`src/rtl/byte_stream_injector.sv`:
```
// Byte stream injector: waits for code-RAM init, streams a payload (buffer,
// incrementing or LFSR bytes) over a valid/ready port, appends a terminator,
// then waits for compressor completion before pulsing done.
module byte_stream_injector #(
    parameter int unsigned       DATA_W    = 8,
    parameter int unsigned       AW        = 6,
    parameter logic [DATA_W-1:0] EOF_CODE  = DATA_W'(8'h0D),
    parameter int unsigned       PRE_WAIT  = 10,
    parameter int unsigned       POST_WAIT = 20,
    parameter logic [DATA_W-1:0] LFSR_TAPS = DATA_W'(8'hB8)
) (
    input  logic              clk,
    input  logic              rst,
    input  logic              load_we,
    input  logic [AW-1:0]     load_addr,
    input  logic [DATA_W-1:0] load_data,
    input  logic              start,
    input  logic [AW:0]       len,
    input  logic [1:0]        mode,
    input  logic [DATA_W-1:0] seed,
    input  logic              init_done,
    input  logic              lzw_done,
    input  logic              final_done,
    output logic [DATA_W-1:0] tx_data,
    output logic              tx_valid,
    input  logic              tx_ready,
    output logic              busy,
    output logic              done,
    output logic              err,
    output logic [AW:0]       byte_cnt
);

    localparam int unsigned MAX_WAIT  = (PRE_WAIT > POST_WAIT) ? PRE_WAIT : POST_WAIT;
    localparam int unsigned CNT_W     = (MAX_WAIT < 2) ? 1 : $clog2(MAX_WAIT);
    localparam logic [CNT_W-1:0] PRE_LAST  = CNT_W'(PRE_WAIT - 1);
    localparam logic [CNT_W-1:0] POST_LAST = CNT_W'(POST_WAIT - 1);
    localparam logic [AW:0]      MAX_LEN   = (AW+1)'(2 ** AW);
    localparam logic [1:0]       MODE_BUF  = 2'd0;
    localparam logic [1:0]       MODE_LFSR = 2'd2;

    typedef enum logic [2:0] {
        StIdle, StWaitInit, StPre, StSend, StEof, StWaitDone, StPost, StFin
    } state_e;

    state_e              r_state, w_state_d;
    logic [DATA_W-1:0]   r_buf [2**AW];
    logic [AW:0]         r_len;
    logic [1:0]          r_mode;
    logic [DATA_W-1:0]   r_val;
    logic [AW:0]         r_byte_cnt;
    logic [CNT_W-1:0]    r_cnt;
    logic                r_lzw, r_fin, r_err;
    logic                w_start_ok, w_start_bad, w_hs, w_last, w_track;
    logic [DATA_W-1:0]   w_val_next, w_tx_data;
    logic                w_tx_valid;

    assign w_start_ok  = start && (r_state == StIdle) && (len <= MAX_LEN);
    assign w_start_bad = start && (r_state == StIdle) && (len > MAX_LEN);
    assign w_hs        = w_tx_valid && tx_ready;
    assign w_last      = (r_byte_cnt + (AW+1)'(1)) == r_len;
    // Completion flags are only collected once the packet is under way.
    assign w_track     = (r_state == StPre) || (r_state == StSend) || (r_state == StEof) ||
                         (r_state == StWaitDone) || (r_state == StPost);
    // Mode 1 increments; mode 2 is a Galois LFSR shift.
    assign w_val_next  = (r_mode == MODE_LFSR) ?
                         ({1'b0, r_val[DATA_W-1:1]} ^ (r_val[0] ? LFSR_TAPS : '0)) :
                         r_val + DATA_W'(1);

    assign tx_data  = w_tx_data;
    assign tx_valid = w_tx_valid;
    assign busy     = (r_state != StIdle);
    assign done     = (r_state == StFin);
    assign err      = r_err;
    assign byte_cnt = r_byte_cnt;

    // Payload buffer: loadable only while idle, deliberately not reset.
    always_ff @(posedge clk) begin
        if (load_we && (r_state == StIdle)) begin
            r_buf[load_addr] <= load_data;
        end
    end

    // State register.
    always_ff @(posedge clk or negedge rst) begin
        if (!rst) begin
            r_state <= StIdle;
        end else begin
            r_state <= w_state_d;
        end
    end

    // Next-state decode and transmit outputs.
    always_comb begin
        w_state_d  = r_state;
        w_tx_valid = 1'b0;
        w_tx_data  = '0;
        case (r_state)
            StIdle:     if (w_start_ok) w_state_d = StWaitInit;
            StWaitInit: if (init_done) w_state_d = StPre;
            StPre: begin
                if (r_cnt == PRE_LAST) w_state_d = (r_len == '0) ? StEof : StSend;
            end
            StSend: begin
                w_tx_valid = 1'b1;
                w_tx_data  = (r_mode == MODE_BUF) ? r_buf[r_byte_cnt[AW-1:0]] : r_val;
                if (w_hs && w_last) w_state_d = StEof;
            end
            StEof: begin
                w_tx_valid = 1'b1;
                w_tx_data  = EOF_CODE;
                if (w_hs) w_state_d = StWaitDone;
            end
            // A flag rising this cycle counts as set.
            StWaitDone: if ((r_lzw || lzw_done) && (r_fin || final_done)) w_state_d = StPost;
            StPost:     if (r_cnt == POST_LAST) w_state_d = StFin;
            StFin:      w_state_d = StIdle;
            default:    w_state_d = StIdle;
        endcase
    end

    // Datapath: launch latching, wait counters, byte generator, sticky flags.
    always_ff @(posedge clk or negedge rst) begin
        if (!rst) begin
            r_len      <= '0;
            r_mode     <= '0;
            r_val      <= '0;
            r_byte_cnt <= '0;
            r_cnt      <= '0;
            r_lzw      <= 1'b0;
            r_fin      <= 1'b0;
            r_err      <= 1'b0;
        end else begin
            r_err <= w_start_bad;
            case (r_state)
                StIdle: begin
                    if (w_start_ok) begin
                        r_len      <= len;
                        r_mode     <= (mode == 2'd3) ? MODE_BUF : mode;
                        // An all-zero LFSR would lock up.
                        r_val      <= ((mode == MODE_LFSR) && (seed == '0)) ? DATA_W'(1) : seed;
                        r_byte_cnt <= '0;
                        r_cnt      <= '0;
                        r_lzw      <= 1'b0;
                        r_fin      <= 1'b0;
                    end
                end
                StPre:  r_cnt <= (r_cnt == PRE_LAST) ? '0 : r_cnt + CNT_W'(1);
                StSend: begin
                    if (w_hs) begin
                        r_byte_cnt <= r_byte_cnt + (AW+1)'(1);
                        r_val      <= w_val_next;
                    end
                end
                StPost: r_cnt <= r_cnt + CNT_W'(1);
                default: ;
            endcase
            if (w_track) begin
                if (lzw_done) r_lzw <= 1'b1;
                if (final_done) r_fin <= 1'b1;
            end
        end
    end

endmodule

```
`config.mk`:
```
export PLATFORM = sky130hd
export DESIGN_NAME = byte_stream_injector
export DESIGN_NICKNAME = d
export VERILOG_FILES = /design/src/rtl/byte_stream_injector.sv
export SDC_FILE = /design/constraint.sdc
export NUM_CORES = 1
export LEC_CHECK = 0
export CORE_ASPECT_RATIO = 1.1
export CORE_MARGIN = 5
export CORE_UTILIZATION = 55
export CTS_BUF_LIST = sky130_fd_sc_hd__clkbuf_4 sky130_fd_sc_hd__clkbuf_8 sky130_fd_sc_hd__clkbuf_16
export DETAILED_ROUTE_END_ITERATION = 7
export GPL_TIMING_DRIVEN = 1
export PLACE_DENSITY = 0.8
export SYNTH_ARGS = -nofsm -noshare
export SYNTH_HDL_FRONTEND = slang
export SYNTH_SLANG_ARGS = --single-unit
```
`constraint.sdc`:
```
create_clock -name clk -period 2 [get_ports clk]
set_input_delay 0.2 -clock clk [delete_from_list [all_inputs] [get_ports clk]]
set_output_delay 0.2 -clock clk [all_outputs]
set_load 0.01 [all_outputs]
```
Word-level counts from Yosys, hierarchy flattened
Memories as Yosys holds them, arrays and structs flattened.
Cells that the tools add are included.
{"block": "word_totals", "mem_count": 1, "word_cells": 98, "mem_bits_rw": 512, "reg_bits": 35, "out_inout_bits": 19}
{"block": "classes", "n_eq_ne": 21, "reduce_logical": 26, "mux": 35, "order_cmp": 2, "add_sub_neg": 3, "bitwise_logic": 1}
{"memory": "r_buf", "words": 64, "word_bits": 8, "rd": 1, "rd_clocked_by_memory_dff": 0, "write_ports": 1, "line": "46", "source": "logic [DATA_W-1:0] r_buf [2**AW];"}
{"operator": "2-to-1 mux 8 bit", "count": 6}
{"operator": "one-hot mux 8 bit (2 select lines)", "count": 2}
{"operator": "2-to-1 mux 3 bit", "count": 8}
{"operator": "one-hot mux 3 bit (8 select lines)", "count": 1}
{"operator": "one-hot mux 5 bit (3 select lines)", "count": 1}
{"operator": "2-to-1 mux 7 bit", "count": 2}
{"operator": "one-hot mux 7 bit (2 select lines)", "count": 1}
{"operator": "== test 3 bit (second input constant)", "count": 4}
{"operator": "2-to-1 mux 1 bit", "count": 11}
{"operator": "2-to-1 mux 5 bit", "count": 2}
{"operator": "adder 8 x 1 -> 8 bit (second input constant)", "count": 1}
{"operator": "logical AND 1 bit", "count": 8}
{"operator": "logical NOT 8 bit", "count": 1}
{"operator": "!= test 2 x 1 -> 1 bit (second input constant)", "count": 4}
{"operator": "!= test 2 bit (second input constant)", "count": 4}
{"operator": "bitwise XOR 7 x 8 -> 8 bit", "count": 1}
{"operator": "adder 7 x 1 -> 7 bit (second input constant)", "count": 1}
{"operator": "== test 7 bit", "count": 1}
{"operator": "greater-than comparator 7 bit (second input constant)", "count": 1}
{"operator": "<= comparator 7 bit (second input constant)", "count": 1}
{"operator": "logical NOT 7 bit", "count": 1}
{"operator": "AND reduction 7 bit", "count": 1}
{"operator": "== test 2 bit (second input constant)", "count": 3}
{"operator": "== test 3 x 2 -> 1 bit (second input constant)", "count": 2}
{"operator": "other kinds (13)", "count": 20}

Depth between registers and ports, before layout
Gate-level depths: netlist (run 1).
{"block": "depth", "depth_word": 7, "depth_mapped": 9, "depth_no_buf": 7}

Least setup slack after synthesis (run 1)
OpenSTA, ideal clock, no wires.
{"block": "synth_timing", "path_type": "reg-to-output", "start": "register r_byte_cnt[0], in the netlist byte_cnt[0]", "end": "output port tx_data[0]", "slack_ns": -0.356, "required_time_ns": 1.800, "arrival_ns": 2.156, "path_stages_with_launch": 9, "path_cell_list": "dfrtp_1 -> buf_2 -> buf_2 -> buf_2 -> mux4_2 -> a22oi_1 -> a21oi_1 -> nor4_1 -> o21ai_1"}
{"block": "synth_via", "elab_chain_len": 3}
{"element": "from (decl)", "line": "50", "source": "logic [AW:0] r_byte_cnt;"}
{"element": "from (signal assigned)", "line": "150", "source": "r_byte_cnt <= r_byte_cnt + (AW+1)'(1);"}
{"element": "memory read (64 x 8 bit)"}
{"element": "2-to-1 mux 8 bit", "line": "105", "source": "w_tx_data = (r_mode == MODE_BUF) ? r_buf[r_byte_cnt[AW-1:0]] : r_val;"}
{"element": "one-hot mux 8 bit (2 select lines)", "line": "97", "source": "case (r_state)"}
{"element": "to (decl)", "line": "24", "source": "output logic [DATA_W-1:0] tx_data,"}
Every way passes these cells.

Worst setup path in the final report (run 1)
{"block": "layout_timing", "start": "register r_byte_cnt[0], in the netlist byte_cnt[0]", "end": "output port tx_data[6]"}
The elaborated chain is that of the path after synthesis.

==> run metrics, run 1 <==
setup_tns=-58.28 ns; Clock Path Buffers=3; critical-path maximum fanout=6; Synth Instances=1152; unique cell type count in the Yosys netlist=59; leakage=around 0.0097 uW; vias per std cell=just under 7; # diodes=0; layout filler cell count=1875; I/O Pins=58; Initial Utilization=55.75%; Overall Power=35600 uW; DRT Pass-1 Iters=6; Setup Crit Path Kind=register to primary output; Placer Congestion=0.8282; Chip Width=between 200 and 250 um; Fin. Hold Viols=0; Final ANT Viol Nets=0; hold slack final=0.05998 ns; Placement Rows=76; syn_nets=1195; first-pass GRT wire length=91.40 mm; Avg Cell Area, Syn=19.01 um^2; synth top area cells=edfxtp_1 70%, mux4_2 13%, dfrtp_1 4.0%; CP arrival=3.29 ns; DR DRC count=0; ys async rst share=under 10%; WL final=66.99 mm; area delta synth->final=33.85%; most common cell in the netlist=edfxtp_1; crit share post-route=174.6%; pwr/cell area=approximately 1200 mW/mm^2; Synth area leader=edfxtp_1; final worst slack=-1.492 ns; Die Area=0.04391 mm^2; H-tree Lvls=2; CTS tree=built; Setup WS pre-CTS=-1.378 ns; Peak Freq=roughly 0.29 GHz; Final setup viols=~530; fin. max-slew vios=0; register area share after synthesis=around three quarters; Worst setup SP type=register; die height=219.3 um; Main synth FF type=edfxtp_1; max cap viols=0; largest net degree at the start of global routing=65; Max VDD drop=0.9814 mV; DR vias=between 10000 and 15000; Setup crit end kind=primary output; IO buf count=57; top cell type's share of synthesized area=between 70% and 80%; grt total ovfl=0; drt first-iter violations=1940; number of global-route vias before repair=13690; share of cells above drive strength 1=47.23%; fin crit period=3.492 ns; Final Net Count=1513; Worst-path clk slew=0.07 ns; EDFF count, synth=approximately 510; Synth Cell Area=0.02190 mm^2; clock skew=0.03665 ns; Yosys warnings=0; initial antenna violation count=0; Skew-Pair Late Insertion Delay=around 0.64 ns; max_slew headroom=44.35%; failing checks=negative setup slack; clk sink count=between 500 and 600; per-cell routed wire length=around 33 um; Synth Register Bits=547; Critical Path RT=1.80 ns; CTS buffer count=53; transition time of the tightest slew-check pin=0.8348 ns; CTS root buf=clkbuf_16; status=finished with violations; Core ar.=0.03927 mm^2; HPWL Detailed=33.87 mm; GRT Util Overall=28.31%; most instantiated cells after synthesis=512 x edfxtp_1, 128 x mux4_2, 88 x nor2_1; RSZ-0062 raised after global routing=yes; Min-Delay Path Class=primary input to register
## layer usage
metal	up-vias	GRT usage [%]	share of wire, %
met5	-	0	0
li1	5379	-	-
met4	0	14.48	6.4
met2	1147	48.95	51
met1	7038	34.71	33
met3	237	5.216	9.4
## logic make-up (layout without fill, tap and decap cells)
group	Yosys count	in the layout	synth area share (%)
DFF	547	547	74.22
and+or+nand+nor	198	198	4.411
AOI/OAI and AO/OA	175	176	5.406
muxes	136	136	13.57
buffers and inverters	75	436	1.491
xor gates and xnor gates	17	17	0.6800
adders and majority gates	4	4	0.2286
## report_power, final
part           total [uW]  switching, uW  internal, uW
clock               11200           4620          6620
sequential          13200            396         12800
combinational       11200           5660          5540
## per-stage QoR
step	utilization [%]	area (um^2)	instances
6_report	74.63	29310	2021
3_5_place_dp	64.59	25370	1853
3_3_place_gp	64.59	25370	1853
5_1_grt	74.63	29310	2021
4_1_cts	72.78	28580	1993
2_1_floorplan	-	22170	1152
## worst max-delay path, stage by stage (launching register included)
cell and delay, ns:
dfrtp_4 0.53, buf_12 0.18, buf_12 0.13, buf_12 0.13, buf_4 0.13, mux4_2 0.46, a22oi_2 0.31, a21oi_2 0.16
nor4_2 0.26, buf_4 0.18, o21ai_2 0.06, buf_2 0.15
## sequential cells by signal, indices dropped and copies added (netlist names)
signal,count
byte_cnt,7
err,1
r_buf,512
r_cnt,5
r_fin,1
r_len,7
r_lzw,1
r_mode,2
r_state,3
r_val,8
## worst paths after layout
kind | start | endpoint | slack (ns) | depth (start not counted)
min in group asynchronous | rst | r_cnt[2] | 0.16 | 2
max in group asynchronous | rst | r_state[1] | 1.16 | 3
hold reg to reg | r_fin | r_fin | 0.52 | 1
setup reg to reg | byte_cnt[0] | r_state[1] | -0.71 | 11
hold / removal | load_data[1] | r_buf[35][1] | 0.06 | 2
setup / recovery | byte_cnt[0] | tx_data[6] | -1.49 | 11
## cell type report
| class | instances | area, um^2 | area share (%) |
|---|---|---|---|
| multi-input cells | 531 | 6509 | 22.21 |
| clock buffers | 55 | 1341 | 4.577 |
| repair buffers | 330 | 3933 | 13.42 |
| flip-flops and latches | 547 | 16260 | 55.49 |
| inverters | 7 | 30.03 | 0.1025 |
| clock inverters | 44 | 599.3 | 2.045 |
| well taps | 507 | 634.4 | 2.164 |
## timing repair
action	in CTS	in global routing
endpoints found under the hold margin	21	0
endpoints found under the setup margin	79	539
hold buffers	1	0
buffers inserted	37	32
cloned	3	2
pin swaps	47	73
gates resized for setup	239	125
## placed cells by master, fill, tap and decap left out, types with 12 or more instances in the layout
cell type,instances
xor2_1,12
nand3_1,14
bufinv_16,13
buf_2,18
buf_4,124
a22oi_1,14
nand2_1,27
a22oi_2,51
buf_6,54
clkdlybuf4s50_1,32
clkbuf_16,54
a21oi_1,16
nor2_4,64
edfxtp_1,512
mux4_2,128
o21ai_1,25
nor2_1,19
a21oi_2,20
buf_12,85
dfrtp_1,30
Note: power is estimated with default switching activity, not from simulation.
==> run 2, diff against run 1 <==
--- a/config.mk
+++ b/config.mk
@@ -11,7 +11,9 @@
 export CTS_BUF_LIST = sky130_fd_sc_hd__clkbuf_4 sky130_fd_sc_hd__clkbuf_8 sky130_fd_sc_hd__clkbuf_16
 export DETAILED_ROUTE_END_ITERATION = 7
 export GPL_TIMING_DRIVEN = 1
-export PLACE_DENSITY = 0.8
+export PLACE_DENSITY_LB_ADDON = 0.1
+export RECOVER_POWER = 25
+export REMOVE_ABC_BUFFERS = 1
 export SYNTH_ARGS = -nofsm -noshare
 export SYNTH_HDL_FRONTEND = slang
 export SYNTH_SLANG_ARGS = --single-unit
==> run metrics, run 2 (synthesis results as in run 1) <==
Critical R2R Launch=byte_cnt[0]; Min-Delay Path Class=primary input to register; Final Net Count=around 1500; Placement Rows=76; Final ANT Viol Nets=0; CTS buffer count=between 50 and 60; reg2reg end=r_state[2]; pwr/cell area=1169 mW/mm^2; fin crit period=3.290 ns; hold depth=1; crit-path cells=buf_8 -> bufbuf_16 -> buf_4 -> mux4_2 -> a22oi_2 -> a21oi_1 -> nor4_2 -> buf_4 -> o21ai_2 -> buf_2; Setup Crit Path Kind=register to primary output; grt total ovfl=0; number of global-route vias before repair=between 10000 and 15000; final worst slack=-1.290 ns; multi-input logic area=0.006201 mm^2; Setup crit end kind=primary output; setup_tns=-11.57 ns; Setup WS pre-CTS=-1.222 ns; share of cells above drive strength 1=44.90%; failing checks=negative setup slack; Skew-Pair Late Insertion Delay=0.60 ns; clock skew=0.01357 ns; clk sink count=547; most frequent cells in the layout=512 x edfxtp_1, 150 x buf_4, 128 x mux4_2; Chip Width=200.2 um; Clock Path Buffers=3; max_slew headroom=0.6069%; Max VDD drop=0.7404 mV; commonest non-fill, non-tap cell in the layout=edfxtp_1; largest net degree at the start of global routing=65; drt first-iter violations=1113; WL final=54.85 mm; Critical Path RT=1.80 ns; CP Buf/Inv Count=5; leakage=0.009495 uW; IO buf count=57; max cap viols=0; Core ar.=approximately 0.039 mm^2; die height=219.3 um; vias per std cell=6.185; DR vias=12540; status=finished with violations; Die Area=0.04391 mm^2; area delta synth->final=29.97%; r2r setup slk=-0.53 ns; transition time of the tightest slew-check pin=1.491 ns; initial antenna violation count=0; Worst-path clk slew=0.06 ns; r2r worst-path depth=12; Placer Congestion=approximately 0.85; Crit. Startpoint=byte_cnt[0]; register area=0.01626 mm^2; Peak Freq=between 0.3 and 0.4 GHz; crit share post-route=164.5%; Final setup viols=46; DR DRC count=0; final core occ=72.46%; max reg flops=512; I/O Pins=58; critical-path maximum fanout=6; Worst setup SP type=register; Critical Path Sink=tx_data[6]; CTS tree=built; slowest cell on the critical path=dfrtp_4; GRT Util Overall=25.16%; DRT Pass-1 Iters=5; delay-heaviest family, CP=buffers and inverters; Critical Path Stages=10; per-cell routed wire length=27.05 um; # diodes=0; fin. max-slew vios=0; CP arrival=3.09 ns; layout filler cell count=2338; hold slack final=0.1419 ns; cell mode on critical path=buf_4; HPWL Detailed=approximately 34 mm; Biggest register=r_buf; first-pass GRT wire length=82.03 mm; Initial Utilization=55.75%; Fin. Hold Viols=0; biggest regs=r_buf x512, r_val x8; CTS root buf=clkbuf_16; H-tree Lvls=2; crit-path max cell delay=0.52 ns; RSZ-0062 raised after global routing=yes
[run 2: cell count changes in the layout (fill, tap and decap cells not counted), moves of 7 or more]
| cell | change |
|---|---|
| a22oi_1 | +18 |
| a22oi_2 | -18 |
| buf_12 | -54 |
| buf_4 | +26 |
| buf_6 | +25 |
| clkinv_1 | +7 |
| nor2_2 | +17 |
| nor2_4 | -23 |
[run 2: final cells by class]
type                    count  share of cell area, %
inverters                   7                0.09233
well taps                 507                  2.229
multi-input cells         530                  21.79
clock buffers              63                  5.047
flip-flops and latches    547                  57.14
clock inverters            36                  1.319
repair buffers            338                  12.39
[run 2: report_power, final]
group | total, uW | internal (uW) | switching (uW)
sequential | 13100 | 12800 | 360
clock | 10300 | 6140 | 4140
combinational | 9850 | 5240 | 4620
total | 33300 | 24200 | 9120
[run 2: worst min-delay path by stage]
stage / startpoint / to / slack, ns
after floorplan: rst / byte_cnt[0] / -0.1
after global placement: rst / err / 0.29
after detailed placement: rst / err / 0.28
after CTS: load_data[6] / r_buf[57][6] / 0.01
after global routing: load_data[4] / r_buf[10][4] / 0.17
final: load_data[4] / r_buf[10][4] / 0.14
[run 2: repair_timing]
item	in CTS	in global routing
setup endpoints to repair	515	485
hold endpoints to repair	35	0
gates cloned	7	1
hold buffers	1	0
gates resized for setup	189	194
buffers inserted	25	9
pin swaps	31	43
[run 2: per-layer routing]
layer  vias up  global-route usage [%]  share of wire (%)
li1       5386                       -                  -
met1      6537                   34.04                 40
met2       509                   41.95                 50
met3       112                   4.522                6.6
met4         0                   9.135                3.7
met5         -                       0                  0
[run 2: metrics by stage]
stage          area [um^2]  instances  power, uW
3_3_place_gp         24910       1894      21390
4_1_cts              27710       2021      33020
3_5_place_dp         24910       1894      21460
2_1_floorplan        21600       1084      17170
5_1_grt              28460       2028      34620
6_report             28460       2028      33270
==> run 3, diff against run 2 <==
--- a/config.mk
+++ b/config.mk
@@ -9,6 +9,7 @@
 export CORE_MARGIN = 5
 export CORE_UTILIZATION = 55
 export CTS_BUF_LIST = sky130_fd_sc_hd__clkbuf_4 sky130_fd_sc_hd__clkbuf_8 sky130_fd_sc_hd__clkbuf_16
+export CTS_CLUSTER_SIZE = 16
 export DETAILED_ROUTE_END_ITERATION = 7
 export GPL_TIMING_DRIVEN = 1
 export PLACE_DENSITY_LB_ADDON = 0.1
==> run metrics, run 3 (synthesis results as in run 1) <==
number of global-route vias before repair=12880; fin crit period=between 3 and 4 ns; commonest non-fill, non-tap cell in the layout=edfxtp_1; area delta synth->final=30.57%; register area=0.01626 mm^2; slowest cell on the critical path=dfrtp_4; Worst setup SP type=register; Initial Utilization=55.75%; Final ANT Viol Nets=0; initial antenna violation count=0; crit-path max cell delay=between 0.5 and 0.6 ns; Core ar.=0.03927 mm^2; status=finished with violations; Worst-path clk slew=roughly 0.060 ns; hold depth=1; Final Net Count=between 1500 and 2000; WL final=54.28 mm; CTS buffer count=53; # diodes=0; clk sink count=between 500 and 600; r2r worst-path depth=11; die height=219.3 um; H-tree Lvls=2; IO buf count=57; multi-input logic area=around 0.0064 mm^2; transition time of the tightest slew-check pin=1.511 ns; Area after DPL=0.02491 mm^2; Die Area=about 0.044 mm^2; GRT Util Overall=24.73%; cell mode on critical path=buf_4; Placement Rows=76; HPWL Detailed=33.56 mm; first-pass GRT wire length=81.01 mm; crit-path cells=buf_12 -> buf_16 -> buf_4 -> mux4_2 -> a22oi_2 -> a21oi_2 -> nor4_4 -> buf_4 -> o21ai_1 -> buf_2; max reg flops=512; layout filler cell count=2287; Biggest register=r_buf; fin area=around 0.029 mm^2; Peak Freq=roughly 0.31 GHz; most frequent cells in the layout=512 x edfxtp_1, 132 x buf_4, 128 x mux4_2; DRT Pass-1 Iters=5; grt total ovfl=0; crit share post-route=162.5%; fin. max-slew vios=64; DR vias=12360; final worst slack=-1.249 ns; Critical R2R Launch=byte_cnt[0]; Min-Delay Path Class=primary input to register; clock skew=0.01384 ns; Max VDD drop=0.6601 mV; CP arrival=3.05 ns; Chip Width=between 200 and 250 um; max_slew headroom=-0.7331%; CTS root buf=clkbuf_16; r2r setup slk=-0.61 ns; reg2reg end=r_state[1]; pwr/cell area=~1200 mW/mm^2; failing checks=max-capacitance violations, max-slew violations, negative setup slack; leakage=between 0.009 and 0.01 uW; CTS tree=built; RSZ-0062 raised after global routing=yes; Setup crit end kind=primary output; setup_tns=-27.98 ns; Clock Path Buffers=3; min-delay src=load_data[4]; Skew-Pair Late Insertion Delay=~0.58 ns; critical-path maximum fanout=11; biggest regs=r_buf x512, r_val x8; max cap viols=1; Critical Path RT=around 1.8 ns; drt first-iter violations=982; I/O Pins=58; vias per std cell=6.113; Setup Crit Path Kind=register to primary output; DR DRC count=0; hold path endpoint=r_buf[10][4]; share of cells above drive strength 1=a little under half; Placer Congestion=0.8499; largest net degree at the start of global routing=65; Fin. Hold Viols=0; Final setup viols=439; per-cell routed wire length=26.85 um
## run 3: critical path: cells and delay by family, from the launching register on
kind,cells,cell delay (ns)
AND/OR/NAND/NOR,1,0.35
buffers and inverters,5,0.76
flip-flops,1,0.51
AO/OA/AOI/OAI,3,0.39
multiplexers,1,0.45
## run 3: through the flow
stage	setup WS (ns)	hold slack [ns]	cells	total power (uW)	util (%)
finish	-1.249	0.1648	2022	33000	72.80
global route	-1.341	0.1756	2022	34360	72.80
CTS	-1.283	0.03975	2018	32900	70.96
detailed placement	-1.222	0.2783	1894	21460	63.42
global placement	-1.262	0.2860	1894	21390	63.42
floorplan	-5.027	-0.09559	1084	17170	-
## run 3: area by class of cell
class,instances,area share [%]
clock buffer,65,5.077
tap,507,2.219
timing repair buffer,332,12.14
inverter,7,0.09191
clock inverter,33,1.239
sequential,547,56.88
multi-input combinational,531,22.35
## run 3: repair_timing
item                                   CTS  global route
setup endpoints to repair              511           516
cloned                                   4             1
hold buffers                             1             0
setup buffers                           24             8
endpoints found under the hold margin   35             0
gates resized for setup                240           194
pin swaps                               41            61
## run 3: where the power goes
part / switching (uW) / internal, uW
Sequential: 375 / 12800
Combinational: 4590 / 5030
Clock: 4060 / 6160
Total: 9020 / 24000
## run 3: layer usage
| layer | global-route usage (%) | vias up | wire length [um] |
|---|---|---|---|
| li1 | - | 5384 | - |
| met1 | 34.11 | 6369 | 22210 |
| met2 | 41.49 | 505 | 26890 |
| met3 | 3.532 | 102 | 3372 |
| met4 | 8.446 | 0 | 1810 |
| met5 | 0 | - | 0 |
## run 3: worst max path at each step
stage,startpoint,endpoint,slack [ns],cells past startpoint
2_1_floorplan,byte_cnt[0],r_state[1],-5.03,7
3_3_place_gp,byte_cnt[0],tx_data[3],-1.26,8
3_5_place_dp,byte_cnt[0],tx_data[6],-1.22,10
4_1_cts,byte_cnt[0],tx_data[6],-1.28,11
5_1_grt,byte_cnt[0],tx_data[7],-1.34,10
6_report,byte_cnt[0],tx_data[7],-1.25,10
